File: src/rtl/dmem_arbiter.sv
// dmem_arbiter: two-port valid/ready arbiter that sequences single-cycle
// accesses to the shared DataMemory and returns a registered response.
// Timing: accept at edge k, memory access in cycle k..k+1, read data captured
// at k+1, resp_valid pulses in the cycle after edge k+2.
module dmem_arbiter #(
  parameter int unsigned MEM_BYTES = 1024,
  parameter bit          RR_EN     = 1'b1
) (
  input  logic        clk,
  input  logic        rst,
  input  logic [1:0]  req_valid,
  output logic [1:0]  req_ready,
  input  logic [31:0] req_addr0,
  input  logic [31:0] req_addr1,
  input  logic [31:0] req_wdata0,
  input  logic [31:0] req_wdata1,
  input  logic [1:0]  req_we,
  input  logic [2:0]  req_ctrl0,
  input  logic [2:0]  req_ctrl1,
  output logic [1:0]  resp_valid,
  output logic [31:0] resp_rdata,
  output logic        resp_err,
  output logic [31:0] Address,
  output logic [31:0] DataWr,
  output logic        DMWr,
  output logic [2:0]  DMCtrl,
  input  logic [31:0] DataRd
);

  typedef enum logic [1:0] {IDLE, ACCESS, RESP} state_t;

  state_t      state;
  logic        last_grant;
  logic        gport;
  logic        g_we;
  logic        g_err;

  logic        sel;
  logic [1:0]  sel_mask;
  logic [31:0] sel_addr;
  logic [31:0] sel_wdata;
  logic [2:0]  sel_ctrl;
  logic        sel_we;
  logic        sel_err;
  logic [2:0]  size;
  logic        illegal;
  logic        misalign;
  logic [32:0] last_byte;

  // Pick the port to serve this IDLE cycle and check its request for errors.
  always_comb begin
    sel = 1'b0;
    case (req_valid)
      2'b01:   sel = 1'b0;
      2'b10:   sel = 1'b1;
      2'b11:   sel = RR_EN ? ~last_grant : 1'b0;
      default: sel = 1'b0;
    endcase
    sel_mask  = (req_valid == 2'b00) ? 2'b00 : (sel ? 2'b10 : 2'b01);
    sel_addr  = sel ? req_addr1  : req_addr0;
    sel_wdata = sel ? req_wdata1 : req_wdata0;
    sel_ctrl  = sel ? req_ctrl1  : req_ctrl0;
    sel_we    = req_we[sel];

    size    = 3'd1;
    illegal = 1'b0;
    case (sel_ctrl)
      3'b000, 3'b100: size = 3'd1;
      3'b001, 3'b101: size = 3'd2;
      3'b010:         size = 3'd4;
      default:        illegal = 1'b1;
    endcase
    misalign  = ((size == 3'd2) && sel_addr[0]) ||
                ((size == 3'd4) && (sel_addr[1:0] != 2'b00));
    // 33-bit sum so addresses near 2^32 cannot wrap into range
    last_byte = {1'b0, sel_addr} + 33'(size) - 33'd1;
    sel_err   = illegal || misalign || (last_byte >= 33'(MEM_BYTES));
  end

  // Only the selected port sees ready, and only while idle and out of reset.
  assign req_ready = ((state == IDLE) && !rst) ? sel_mask : 2'b00;

  // Sequencer: accept, drive memory for one cycle, capture, respond.
  always_ff @(posedge clk or posedge rst) begin
    if (rst) begin
      state      <= IDLE;
      last_grant <= 1'b1;
      gport      <= 1'b0;
      g_we       <= 1'b0;
      g_err      <= 1'b0;
      resp_valid <= 2'b00;
      resp_rdata <= 32'h0;
      resp_err   <= 1'b0;
      Address    <= 32'h0;
      DataWr     <= 32'h0;
      DMWr       <= 1'b0;
      DMCtrl     <= 3'b010;
    end else begin
      resp_valid <= 2'b00;
      DMWr       <= 1'b0;
      case (state)
        IDLE: begin
          if ((req_valid & req_ready) != 2'b00) begin
            state      <= ACCESS;
            gport      <= sel;
            last_grant <= sel;
            g_we       <= sel_we;
            g_err      <= sel_err;
            Address    <= sel_addr;
            DataWr     <= sel_wdata;
            DMCtrl     <= sel_ctrl;
            DMWr       <= sel_we & ~sel_err;
          end
        end
        ACCESS: begin
          resp_rdata <= (!g_we && !g_err) ? DataRd : 32'h0;
          resp_err   <= g_err;
          state      <= RESP;
        end
        RESP: begin
          resp_valid <= gport ? 2'b10 : 2'b01;
          state      <= IDLE;
        end
        default: state <= IDLE;
      endcase
    end
  end

endmodule

File: config.mk
export PLATFORM = sky130hd
export DESIGN_NAME = dmem_arbiter
export DESIGN_NICKNAME = d
export VERILOG_FILES = /design/src/rtl/dmem_arbiter.sv
export SDC_FILE = /design/constraint.sdc
export NUM_CORES = 1
export LEC_CHECK = 0
export CAP_MARGIN = 20
export CORE_ASPECT_RATIO = 1.75
export CORE_MARGIN = 1.5
export CORE_UTILIZATION = 44
export CTS_CLUSTER_DIAMETER = 80
export DETAILED_ROUTE_END_ITERATION = 16
export PLACE_DENSITY_LB_ADDON = 0.12
export SLEW_MARGIN = 15
export SYNTH_ARGS = -nofsm -noshare
export SYNTH_HDL_FRONTEND = slang
export SYNTH_SLANG_ARGS = --single-unit
File: constraint.sdc
create_clock -name clk -period 5.4 [get_ports clk]
set_input_delay 1.62 -clock clk [delete_from_list [all_inputs] [get_ports clk]]
set_output_delay 1.62 -clock clk [all_outputs]
set_load 0.005 [all_outputs]
* Word level (Yosys, flattened, before mapping)
Index checks and enable logic that the tools add are counted.
Storage, ports and cells: RAM bits 0, register bits 109, latch bits 0, output and inout bits 105, memories kept 0, ROM bits 0, input bits 172, word-level logic and storage cells 67
Cells by class: $add $sub $neg 2, shift-type cells 0, order comparisons 2, $mul 0, divide/modulo/power cells 0, equality and inequality tests 11, bitwise logic cells 4, reduce and logical (&&, ||, !) cells 18, muxes and demuxes 18
Operators by type and width (number):
- 32-bit 2-to-1 mux | 3
- 32-bit by 3-bit adder with 33-bit output | 1
- 33-bit by 11-bit >= comparator with 1-bit output, second input constant | 1
- 33-bit by 1-bit subtractor with 33-bit output, second input constant | 1
- 2-bit 2-to-1 mux | 6
- 3-bit equality test, second input constant | 3
- 2-bit equality test, second input constant | 3
- 3-bit by 2-bit equality test with 1-bit output, second input constant | 2
- 3-bit one-hot mux with 2 select lines | 1
- 1-bit 2-to-1 mux | 5
- 5-bit OR reduction | 1
- 1-bit logical AND | 4
- 2-bit zero test | 2
- 2-bit one-hot mux with 2 select lines | 1
- 2-bit nonzero test | 2
- 3-bit by 1-bit equality test with 1-bit output, second input constant | 1
- 1-bit zero test | 3
- 3-bit zero test | 1
- 1-bit logical OR | 3
- 3-bit 2-to-1 mux | 1
- 2-bit bitwise AND | 1
- 2-bit by 1-bit equality test with 1-bit output, second input constant | 1
- 1-bit by 2-bit < comparator with 1-bit output, second input constant | 1
- 2-bit by 1-bit inequality test with 1-bit output, second input constant | 1
- 5 further kinds | 6

* Logic depth before layout (Yosys ltp)
depth in word-level cells 15, depth in mapped cells 20, mapped depth without buffers 18

* Worst setup path after synthesis
No wires, ideal clock.
path type input-to-reg, start point input req_valid[1], end point register g_err, path buffers 2, data arrival time 5121 ps, required time 5281 ps, stages on the path 17, setup slack 161 ps, library setup time 119 ps, path through a21boi_0 -> buf_2 -> buf_1 -> nor3b_1 -> o21bai_1 -> ha_1 -> inv_1 -> ha_1 -> a21oi_1 -> a2bb2oi_1 -> a2111o_1 -> and3_4 -> a211o_1 -> mux2i_1 -> a2111oi_1 -> nand4b_1 -> o21a_1
On the way: cells in the longest elaborated chain, start to end 11, elaborated cells between the ends (all ways) 32, classes of those cells add/sub: 2; order compare: 1; eq/ne: 8; mux: 8; bitwise: 1; reduce/logical: 12
Ends and longest elaborated chain:
- from (decl) | line 11 | input logic [1:0] req_valid,
- parallel branches: the longest is 11 deep, another holds 32-bit by 3-bit adder with 33-bit output
- to (signal assigned) | line 108 | g_err <= sel_err;
- to (decl) | line 36 | logic g_err;
Several ways; the timed one is not identified. A chain may end at the register's enable or synchronous reset.

* Final worst setup path
start point input req_valid[0], end point output req_ready[1]
On the way: cells in the longest elaborated chain, start to end 5, elaborated cells between the ends (all ways) 7, classes of those cells eq/ne: 2; mux: 4; reduce/logical: 1
Ends and longest elaborated chain:
- 2-bit equality test | line 53 | case (req_valid)
- 1-bit one-hot mux with 2 select lines | line 53
- 2-bit 2-to-1 mux | line 59 | sel_mask = (req_valid == 2'b00) ? 2'b00 : (sel ? 2'b10 : 2'b01);
- 2-bit 2-to-1 mux (*) | line 59
- 2-bit 2-to-1 mux (*) | line 81 | assign req_ready = ((state == IDLE) && !rst) ? sel_mask : 2'b00;
- to (decl) | line 12 | output logic [1:0] req_ready,
Mark *: on every way between the ends. The rest lies on a longest branch, timed or not.

==> flow_summary.rst <==
.. list-table::
   :header-rows: 1

   * - Metric
     - Value
   * - Multiplexer area fraction after synthesis
     - 11.6%
   * - Most frequent cells after synthesis
     - sky130_fd_sc_hd__dfrtp_1, sky130_fd_sc_hd__a21oi_1, sky130_fd_sc_hd__nor2_1, sky130_fd_sc_hd__mux2i_1, sky130_fd_sc_hd__inv_1
   * - Result of the run
     - finished, final reports clean
   * - Vertical extent of the die
     - 165 µm
   * - Overall global routing resource usage
     - 27.5%
   * - Clock slew at reported path FFs
     - 0.07 ns
   * - Path type of the worst min-delay path
     - register to register
   * - Area fraction in and, or, nand and nor cells after synthesis
     - 12.1%
   * - Layout cell share with drive strength beyond 1
     - 15.2%
   * - Biggest area consumer among synthesized cells
     - sky130_fd_sc_hd__dfrtp_1
   * - Cell count after synthesis
     - 705
   * - Count of maximum capacitance violations
     - 0
   * - Die outline width
     - 95.6 µm
   * - Number of placement rows
     - 59
   * - Area of all placed cells without fillers
     - 10700 µm²
   * - Number of nets still failing antenna checks after routing
     - 0
   * - I/O Buffers
     - 276
   * - Largest net degree at the start of global routing
     - 69
   * - Clock share of power
     - 20.4%
   * - Total grt overflow
     - 0
   * - Nature of the critical path endpoint
     - output port
   * - Routed Wire Length
     - 22.3 mm
   * - Number of synthesized flops with an enable pin
     - 0
   * - Flop pwr share
     - 32.4%
   * - Combinational group share of total power
     - 47.2%
   * - Most used DFF post-synth
     - sky130_fd_sc_hd__dfrtp_1
   * - Final count of negative-setup-slack endpoints
     - 0
   * - Count of synthesis-stage warnings from yosys
     - 0
   * - Number of antenna violations at the first check in global routing
     - 1
   * - # clock sinks
     - 109
   * - Portion of the post-synthesis area used by sequential elements
     - 41.3%
   * - Time the final worst path needs with I/O delays and setup
     - 5.01 ns
   * - Total CTS buffers
     - 9
   * - Highest clock rate
     - 0.200 GHz
   * - WL/cell
     - 17.7 µm
   * - Path type of the worst setup path
     - primary input to output port
   * - Internal power summed over all cells
     - 2.12 mW
   * - Max-slew violation count
     - 0
   * - Top cells by area, synth
     - sky130_fd_sc_hd__dfrtp_1, sky130_fd_sc_hd__mux2i_1, sky130_fd_sc_hd__a21oi_1
   * - Compound-Gate Fraction of Synth Area
     - 22.8%
   * - CTS Buffer Depth
     - 2
   * - Area growth from synthesis to layout
     - 61.5%
   * - Final-stage net count
     - 1273
   * - Source-to-sink clock delay at the later pin of the worst-skew pair
     - 0.35 ns
   * - Transition time at the pin with the least slew margin
     - 0.745 ns
   * - First-pass iteration count of the detailed router
     - 4
   * - Total area of sequential cells
     - 2730 µm²
   * - Post-synthesis instance area
     - 6610 µm²
   * - Cell Area, Placed
     - 10300 µm²
   * - Parity-gate share of the synthesized area counting xor and xnor cells
     - 0.265%
   * - Root Driver
     - sky130_fd_sc_hd__clkbuf_16
   * - Detailed-placement wirelength estimate
     - 17.8 mm
   * - Required arrival time at the worst endpoint
     - 3.78 ns
   * - Via count of the first global-routing pass
     - 7008
   * - Worst hold margin
     - 0.449 ns
   * - Core Area
     - 14800 µm²
   * - Yosys cell types
     - 67
   * - Leak
     - 4.78 nW
   * - Hold violation total from the final report
     - 0
   * - Count of boundary I/O pins
     - 277
   * - Pwr dens
     - 302 nW/µm²
   * - Vias
     - 6865
   * - Largest family of logic cells by synthesized area
     - compound AO/OA/AOI/OAI gates
   * - Switching share of total power
     - 34.2%
   * - Initial DRC count
     - 181
   * - Gpl congestion
     - 0.952
   * - Syn Nets
     - 912
   * - Die Outline Area
     - 15800 µm²
   * - Final critical-path setup slack
     - 0.394 ns
   * - Period Utilization, post-route
     - 92.7%
   * - Share of synthesized cell area in full adder, half adder and majority cells
     - 6.74%
   * - Final Skew
     - 0.00669 ns
   * - Power after layout
     - 3.23 mW
   * - Crit Path Max Fanout
     - 20
   * - Multi-input gate area
     - 3610 µm²
   * - Slew Limit Headroom
     - 50.3%
   * - Global-route wire length before repair
     - 33.5 mm
   * - Worst IR Drop VDD
     - 173 µV
   * - Post-place setup slack
     - -0.344 ns
   * - Register bit count reported by yosys
     - 109
   * - H-tree depth reported by CTS
     - 3
   * - # fillers
     - 1173
   * - Most numerous cell in the Yosys netlist
     - sky130_fd_sc_hd__dfrtp_1
   * - Type of element launching the critical path
     - primary input
   * - Starting density of the core
     - 44.8%
   * - Drt via density
     - 5.47
   * - Unrepaired setup endpoints after global routing
     - false
   * - TritonCTS clock tree
     - yes
   * - Area share of the leading cell type in the synthesized netlist
     - 40.5%
   * - CP arrival
     - 3.39 ns
   * - Avg Cell Area, Syn
     - 9.37 µm²
   * - Psw
     - 1.11 mW
   * - Fraction of registers with async set or reset after synthesis
     - 100%
   * - Remaining DRCs
     - 0
==> area by class of cell <==
type                    instances  share of cell area, %
clock inverters                 6                  0.504
multi-input cells             510                   33.8
repair buffers                391                   34.1
inverters                      45                   1.61
diodes                          1                 0.0234
flip-flops and latches        109                   25.6
clock buffers                  10                   2.24
well taps                     183                   2.15
==> path summary, 6_finish.rpt <==
path	slack, ns	endpoint	depth (start not counted)	startpoint
min	0.45	resp_valid[0]	1	gport
min in group asynchronous	1.82	resp_rdata[21]	2	rst
max in group asynchronous	2.69	DMCtrl[1]	3	rst
max reg2reg	1.51	g_err	15	last_grant
max	0.39	req_ready[1]	6	req_valid[0]
min reg2reg	0.45	resp_valid[0]	1	gport
==> per-stage QoR <==
stage	instances	setup TNS (ns)	util [%]
after global placement	1236	-0.349	69.8
final	1255	0	72.3
after CTS	1254	0	72.1
after detailed placement	1236	-0.793	69.8
after global routing	1255	0	72.3
after floorplan	705	0	-
==> per-layer routing <==
metal	vias to the layer above	GRT usage, %	routed length (µm)
met4	0	12.3	860
met5	-	0	0
met3	54	4.90	1290
li1	3295	-	-
met1	3293	26.7	7620
met2	223	54.1	12500
==> sequential cells by signal, indices dropped and copies added (netlist names) <==
register    count
Address        32
DMCtrl          3
DMWr            1
DataWr         32
g_err           1
g_we            1
gport           1
last_grant      1
resp_err        1
resp_rdata     32
resp_valid      2
state           2
==> power by group through the flow <==
stage / clock, mW / combinational (mW) / sequential (mW)
after global placement: 0 / 1.48 / 1.05
after global routing: 0.703 / 1.66 / 1.06
after detailed placement: 0 / 1.51 / 1.06
after CTS: 0.672 / 1.52 / 1.05
after floorplan: 0 / 0.692 / 1.06
final: 0.659 / 1.52 / 1.04
==> repair_timing <==
item	CTS	global route
cloned	1	0
hold endpoints to repair	0	0
buffers inserted	1	0
endpoints found under the setup margin	2	3
hold buffers	0	0
pin swaps	0	5
gates resized for setup	4	7
==> kinds of logic after synthesis <==
group | count (synthesis)
flip-flops | 109
AND/OR/NAND/NOR | 170
buffers and inverters | 87
XOR/XNOR | 2
multiplexers | 76
AO/OA/AOI/OAI | 226
adder cells (fa/ha/maj) | 35
==> placed cells by master, fill, tap and decap left out, types with 6 or more instances in the layout <==
cell                              netlist  layout
sky130_fd_sc_hd__ha_1                  34      34
sky130_fd_sc_hd__nor3_1                12      11
sky130_fd_sc_hd__dfrtp_1              107     107
sky130_fd_sc_hd__nand4_1                9       9
sky130_fd_sc_hd__o21a_1                 8       7
sky130_fd_sc_hd__clkbuf_16              0       9
sky130_fd_sc_hd__a211oi_1              10       9
sky130_fd_sc_hd__inv_1                 45      44
sky130_fd_sc_hd__buf_4                  0     113
sky130_fd_sc_hd__a21oi_1               94      94
sky130_fd_sc_hd__nor2_1                86      86
sky130_fd_sc_hd__mux2i_1               72      71
sky130_fd_sc_hd__nor4_1                 7       6
sky130_fd_sc_hd__a22o_1                32      32
sky130_fd_sc_hd__o211ai_1               8       8
sky130_fd_sc_hd__nand2_1               23      23
sky130_fd_sc_hd__o21ai_0               18      18
sky130_fd_sc_hd__clkdlybuf4s50_1        0     274
sky130_fd_sc_hd__a21o_1                 9       9
==> worst max-delay path: stages <==
cell and delay [ns]:
sky130_fd_sc_hd__dlymetal6s2s_1 0.18, sky130_fd_sc_hd__a21boi_4 0.28, sky130_fd_sc_hd__buf_6 0.31, sky130_fd_sc_hd__buf_6 0.29, sky130_fd_sc_hd__and2_1 0.18, sky130_fd_sc_hd__clkdlybuf4s50_1 0.52
(Power assumes the default switching activity.)
